## config.mk

```make
export PLATFORM = sky130hd
export DESIGN_NAME = axis_pkt_arbiter
export DESIGN_NICKNAME = d
export VERILOG_FILES = /design/src/rtl/axis_pkt_arbiter.sv
export SDC_FILE = /design/constraint.sdc
export NUM_CORES = 1
export LEC_CHECK = 0
export BUFFER_PORTS_ARGS = -buffer_cell sky130_fd_sc_hd__buf_2
export CORE_ASPECT_RATIO = 1.4
export CORE_UTILIZATION = 53
export DETAILED_ROUTE_END_ITERATION = 16
export PLACE_DENSITY = 0.86
export SYNTH_ARGS = -nofsm -noshare
export SYNTH_HDL_FRONTEND = slang
export SYNTH_SLANG_ARGS = --single-unit
```

## constraint.sdc

```tcl
create_clock -name aclk -period 3.32 [get_ports aclk]
set_input_delay 0.166 -clock aclk [delete_from_list [all_inputs] [get_ports aclk]]
set_output_delay 0.166 -clock aclk [all_outputs]
set_load 0.01 [all_outputs]
```

## src/rtl/axis_pkt_arbiter.sv

```systemverilog
// axis_pkt_arbiter
//
// Round-robin AXI-Stream packet arbiter. NUM_SRC untagged sources share a
// single downstream port. Packets are framed by beat count: the effective
// packet length is latched when a source is granted, accepted beats are
// counted, m_axis_tlast is generated on the final beat, and the grant is
// released only at that packet boundary.
//
// Optional feature macro: AXIS_ARB_ZERO_BUBBLE_EN
//   undefined : every packet end passes through IDLE for one cycle.
//   defined   : on the accepted tlast beat the next winner (current source at
//               lowest priority) is granted directly, removing the idle bubble.
//
// Handshake: a beat moves on any cycle where valid and ready are both high.
// Valid never waits for ready. While a source is granted, m_axis_tvalid and
// m_axis_tdata follow that source combinationally, and that source's
// s_axis_tready follows m_axis_tready. Every other ready bit is 0.
//
// The FSM state is held in the signal 'state' (IDLE / XFER) for observation.

module axis_pkt_arbiter #(
  parameter int NUM_SRC        = 4,
  parameter int TDATA_WIDTH    = 8,
  parameter int MAX_PKT_LENGTH = 256,
  localparam int CW            = $clog2(MAX_PKT_LENGTH) + 1,
  localparam int IW            = $clog2(NUM_SRC)
) (
  input  logic                           aclk,
  input  logic                           resetn,
  input  logic [CW-1:0]                  pkt_length,
  input  logic [NUM_SRC-1:0]             s_axis_tvalid,
  output logic [NUM_SRC-1:0]             s_axis_tready,
  input  logic [NUM_SRC*TDATA_WIDTH-1:0] s_axis_tdata,
  output logic                           m_axis_tvalid,
  input  logic                           m_axis_tready,
  output logic                           m_axis_tlast,
  output logic [TDATA_WIDTH-1:0]         m_axis_tdata,
  output logic [IW-1:0]                  m_axis_tid,
  output logic [CW-1:0]                  o_cnt
);

  typedef enum logic {
    IDLE = 1'b0,
    XFER = 1'b1
  } state_t;

  state_t               state;
  state_t               state_nxt;
  logic [IW-1:0]        grant;
  logic [IW-1:0]        grant_nxt;
  logic [IW-1:0]        last_grant;
  logic [IW-1:0]        last_grant_nxt;
  logic [CW-1:0]        len;
  logic [CW-1:0]        len_nxt;
  logic [CW-1:0]        cnt;
  logic [CW-1:0]        cnt_nxt;

  logic [CW-1:0]        pkt_len_eff;
  logic [IW-1:0]        arb_base;
  logic [IW-1:0]        winner;
  logic                 winner_found;
  int                   arb_idx;

  logic                 sel_valid;
  logic [TDATA_WIDTH-1:0] sel_data;
  logic                 in_xfer;
  logic                 last_beat;
  logic                 beat_ok;

  assign in_xfer   = (state == XFER);
  assign last_beat = (cnt == (len - CW'(1)));
  assign beat_ok   = in_xfer && sel_valid && m_axis_tready;

  // The search starts just above the source that was served most recently;
  // while a packet is in flight that is the granted source itself, which
  // places it at lowest priority for a back-to-back hand-over.
  assign arb_base = in_xfer ? grant : last_grant;

  // Normalise the requested length: 0 means a single beat, oversize clamps.
  always_comb begin
    pkt_len_eff = pkt_length;
    if (pkt_length == '0) begin
      pkt_len_eff = CW'(1);
    end else if (pkt_length > CW'(MAX_PKT_LENGTH)) begin
      pkt_len_eff = CW'(MAX_PKT_LENGTH);
    end
  end

  // Round-robin winner: first requester searching upward from arb_base+1.
  always_comb begin
    winner       = '0;
    winner_found = 1'b0;
    arb_idx      = 0;
    for (int k = 1; k <= NUM_SRC; k++) begin
      arb_idx = (int'(arb_base) + k) % NUM_SRC;
      if (!winner_found && s_axis_tvalid[IW'(arb_idx)]) begin
        winner_found = 1'b1;
        winner       = IW'(arb_idx);
      end
    end
  end

  // Select the granted source's valid and data.
  always_comb begin
    sel_valid = 1'b0;
    sel_data  = '0;
    for (int i = 0; i < NUM_SRC; i++) begin
      if (grant == IW'(i)) begin
        sel_valid = s_axis_tvalid[i];
        sel_data  = s_axis_tdata[i*TDATA_WIDTH +: TDATA_WIDTH];
      end
    end
  end

  // Route downstream ready back to the granted source only.
  always_comb begin
    s_axis_tready = '0;
    for (int i = 0; i < NUM_SRC; i++) begin
      s_axis_tready[i] = in_xfer && (grant == IW'(i)) && m_axis_tready;
    end
  end

  // Downstream outputs are quiet outside XFER.
  assign m_axis_tvalid = in_xfer && sel_valid;
  assign m_axis_tlast  = in_xfer && last_beat;
  assign m_axis_tdata  = in_xfer ? sel_data : '0;
  assign m_axis_tid    = in_xfer ? grant : '0;
  assign o_cnt         = cnt;

  // Next-state logic: grant in IDLE, count beats and release at tlast in XFER.
  always_comb begin
    state_nxt      = state;
    grant_nxt      = grant;
    last_grant_nxt = last_grant;
    len_nxt        = len;
    cnt_nxt        = cnt;
    case (state)
      IDLE: begin
        if (winner_found) begin
          state_nxt = XFER;
          grant_nxt = winner;
          len_nxt   = pkt_len_eff;
          cnt_nxt   = '0;
        end
      end
      XFER: begin
        if (beat_ok) begin
          if (last_beat) begin
            cnt_nxt        = '0;
            last_grant_nxt = grant;
`ifdef AXIS_ARB_ZERO_BUBBLE_EN
            if (winner_found) begin
              grant_nxt = winner;
              len_nxt   = pkt_len_eff;
            end else begin
              state_nxt = IDLE;
            end
`else
            state_nxt = IDLE;
`endif
          end else begin
            cnt_nxt = cnt + CW'(1);
          end
        end
      end
      default: begin
        state_nxt = IDLE;
      end
    endcase
  end

  // State registers; reset abandons any packet in flight.
  always_ff @(posedge aclk) begin
    if (!resetn) begin
      state      <= IDLE;
      grant      <= '0;
      last_grant <= IW'(NUM_SRC - 1);
      len        <= CW'(1);
      cnt        <= '0;
    end else begin
      state      <= state_nxt;
      grant      <= grant_nxt;
      last_grant <= last_grant_nxt;
      len        <= len_nxt;
      cnt        <= cnt_nxt;
    end
  end

endmodule

```

==> impl_metrics.env <==
export IMPL_insertion_delay_ns=0.27
export IMPL_design_core_area_sq_mm=0.00335
export IMPL_cp_end_kind="output pin"
export IMPL_relSlewSlack=0.555
export IMPL_p_sw_frac=0.311
export IMPL_die_area_sq_mm=0.00374
export IMPL_synthArstFlopShare=0
export IMPL_place_congestion=0.822
export IMPL_drtAntennaViolNets=0
export IMPL_overflow=0
export IMPL_antenna_found_initial=0
export IMPL_io_pins=73
export IMPL_hp_start="pkt_length[5]"
export IMPL_startpoint="len[0]$_SDFFE_PN1P_"
export IMPL_syn_to_final_growth_pct=21.5
export IMPL_fin_util=0.673
export IMPL_final_common_cell="buf_2"
export IMPL_drt_initial_drc_count=42
export IMPL_drc=0
export IMPL_timing_critical_path_arrival_ns=2.34
export IMPL_pwr_share_seq=0.438
export IMPL_die_w_um=52.0
export IMPL_netlist_area_sq_mm=0.00185
export IMPL_skew_ns=0.00254
export IMPL_worstSetupPathType="reg2out"
export IMPL_first_pass_iters=4
export IMPL_final_nets=326
export IMPL_synth_area_per_cell_sq_um=8.79
export IMPL_diodes=0
export IMPL_power_density_mw_per_mm2=311
export IMPL_rsz0062_at_grt="false"
export IMPL_vias=1881
export IMPL_viasPerCell=5.97
export IMPL_path_clk_slew_ns=0.08
export IMPL_grt_usage=0.259
export IMPL_switchingPower_uw=218
export IMPL_final_cells=315
export IMPL_cts_root_buf="clkbuf_8"
export IMPL_drive_above_1_share=0.360
export IMPL_place_hpwl_mm=3.50
export IMPL_setup_ws_ns=0.812
export IMPL_post_place_cells=311
export IMPL_synth_nets=261
export IMPL_clock_sinks=23
export IMPL_required_ns=3.15
export IMPL_setup_violations=0
export IMPL_yosys_warnings=0
export IMPL_synth_top_area_frac=0.248
export IMPL_clockPowerShare=0.253
export IMPL_synth_edf_count=0
export IMPL_max_freq_mhz=399
export IMPL_synth_cell_type_count=49
export IMPL_grt_pass1_vias=1843
export IMPL_grt_max_degree=26
export IMPL_fin_crit_ns=2.51
export IMPL_synth_seq_cells=23
export IMPL_worst_pin_slew_ns=0.665
export IMPL_timing_final_crit_share=0.755
export IMPL_dp_slack_ns=1.06
export IMPL_clock_tree_buffer_depth=2
export IMPL_p_leak_nw=0.968
export IMPL_worstReg2RegStart="len[0]$_SDFFE_PN1P_"
export IMPL_yosysSeqAreaShare=0.248
export IMPL_status="finished, final reports clean"
export IMPL_final_area_sq_mm=0.00225
export IMPL_final_cell_mix="buf_2, nand2_1, dfxtp_1, and2_1, nor2_1"
export IMPL_start_kind="flip-flop"
export IMPL_yosys_most_used_dff="dfxtp_1"
export IMPL_placementRows=25
export IMPL_hold_buffers=0
export IMPL_synthTopCellsByArea="dfxtp_1, mux4_2, and2_1"
export IMPL_routed_wl_mm=4.54
export IMPL_io_buffers=72
export IMPL_numCtsBuffers=3
export IMPL_power_frac_comb=0.310
export IMPL_drv_slew=0
export IMPL_post_cts_resized=0
export IMPL_grt_pass1_wl_mm=7.47
export IMPL_irDropWorstVdd_v=0.000244
export IMPL_setup_tns_ns=0
export IMPL_final_hold_viol_count=0
export IMPL_synth_cells=211
export IMPL_post_cts_setup_buffers=0
export IMPL_post_dp_cell_area_sq_mm=0.00221
export IMPL_die_y_um=72.0
export IMPL_p_int_uw=482
export IMPL_drv_cap=0
export IMPL_yosys_area_top_type="dfxtp_1"
export IMPL_drt_wirelength_per_cell_um=14.4
export IMPL_initial_utilization=0.554
export IMPL_crit_path_max_fanout=16
export IMPL_cts_tree="done"
export IMPL_hold_path_class="in2reg"
export IMPL_htreeDepth=1
critical path, cell delays in order, from the launching register on:
cell       delay, ns
dfxtp_1         0.42
inv_1           0.07
ha_1            0.30
o21ba_1         0.21
a221oi_1        0.29
a41o_1          0.18
o2111ai_4       0.29
nor2_1          0.16
buf_2           0.15
area by class of cell:
type                    count  area (sq um)
flip-flops and latches     23           460
fillers                   298          1090
clock buffers               4          45.0
multi-input cells         168          1300
inverters                   6          22.5
well taps                  40          50.0
repair buffers             74           375
power by group through the flow:
stage,logic [mW],registers (mW),clock network (mW)
after floorplan,0.156,0.304,0
after global placement,0.210,0.312,0
after detailed placement,0.216,0.313,0
after CTS,0.218,0.306,0.178
after global routing,0.238,0.308,0.188
final,0.216,0.306,0.177
through the flow:
| stage | hold slack [ns] | power, mW |
|---|---|---|
| finish | 0.182 | 0.699 |
| global route | 0.208 | 0.734 |
| detailed placement | 0.463 | 0.529 |
| floorplan | 0.311 | 0.460 |
| global placement | 0.458 | 0.522 |
| CTS | 0.181 | 0.702 |
metal layers:
| layer | global-route usage | wire length [um] | vias to the layer above |
|---|---|---|---|
| li1 | - | - | 899 |
| met3 | 0.0356 | 361 | 13 |
| met4 | 0.114 | 120 | 0 |
| met1 | 0.262 | 1680 | 881 |
| met5 | 0 | 0 | - |
| met2 | 0.500 | 2380 | 88 |
flip-flops by register name (all words and copies together) (netlist names):
| register | count |
|---|---|
| len | 9 |
| o_cnt | 9 |
| grant | 2 |
| last_grant | 2 |
| in_xfer | 1 |
synthesized netlist by cell type (2+ instances only):
| cell type | number |
|---|---|
| nand2_1 | 23 |
| xor2_1 | 4 |
| a31oi_1 | 2 |
| o21ai_0 | 4 |
| and3_1 | 3 |
| nor2_1 | 11 |
| o311ai_0 | 3 |
| nand4_1 | 4 |
| xnor2_1 | 7 |
| o31ai_1 | 4 |
| o211ai_1 | 3 |
| nor2b_1 | 4 |
| a21boi_0 | 10 |
| nand2b_1 | 3 |
| inv_1 | 6 |
| dfxtp_1 | 23 |
| nor3_1 | 5 |
| mux4_2 | 9 |
| nor4_1 | 2 |
| a21oi_1 | 3 |
| clkbuf_1 | 6 |
| or2_2 | 4 |
| o21a_1 | 2 |
| buf_1 | 2 |
| and2_1 | 18 |
| ha_1 | 2 |
| nand3_1 | 7 |
| nand3b_1 | 9 |
| a41oi_1 | 4 |
| buf_6 | 2 |
| buf_2 | 4 |
worst paths after layout:
kind / end / slack, ns / depth (start not counted)
worst min register to register: len[8]$_SDFFE_PN0P_ / 0.51 / 2
worst max-delay path: m_axis_tlast / 0.81 / 8
worst min-delay path: len[5]$_SDFFE_PN0P_ / 0.18 / 3
worst max register to register: last_grant[1]$_SDFFE_PN1P_ / 1.02 / 8
kinds of logic (layout without fill, tap and decap cells):
logic type      after synthesis  after routing  share of synthesized area
simple gates                100            100                      0.324
compound gates               44             44                      0.190
flops                        23             23                      0.248
buf+inv                      20             84                     0.0513
xor+xnor                     11             11                     0.0520
mux                          11             11                      0.121
fa+ha+maj                     2              2                     0.0135
Note: power is estimated with default switching activity, not from simulation.
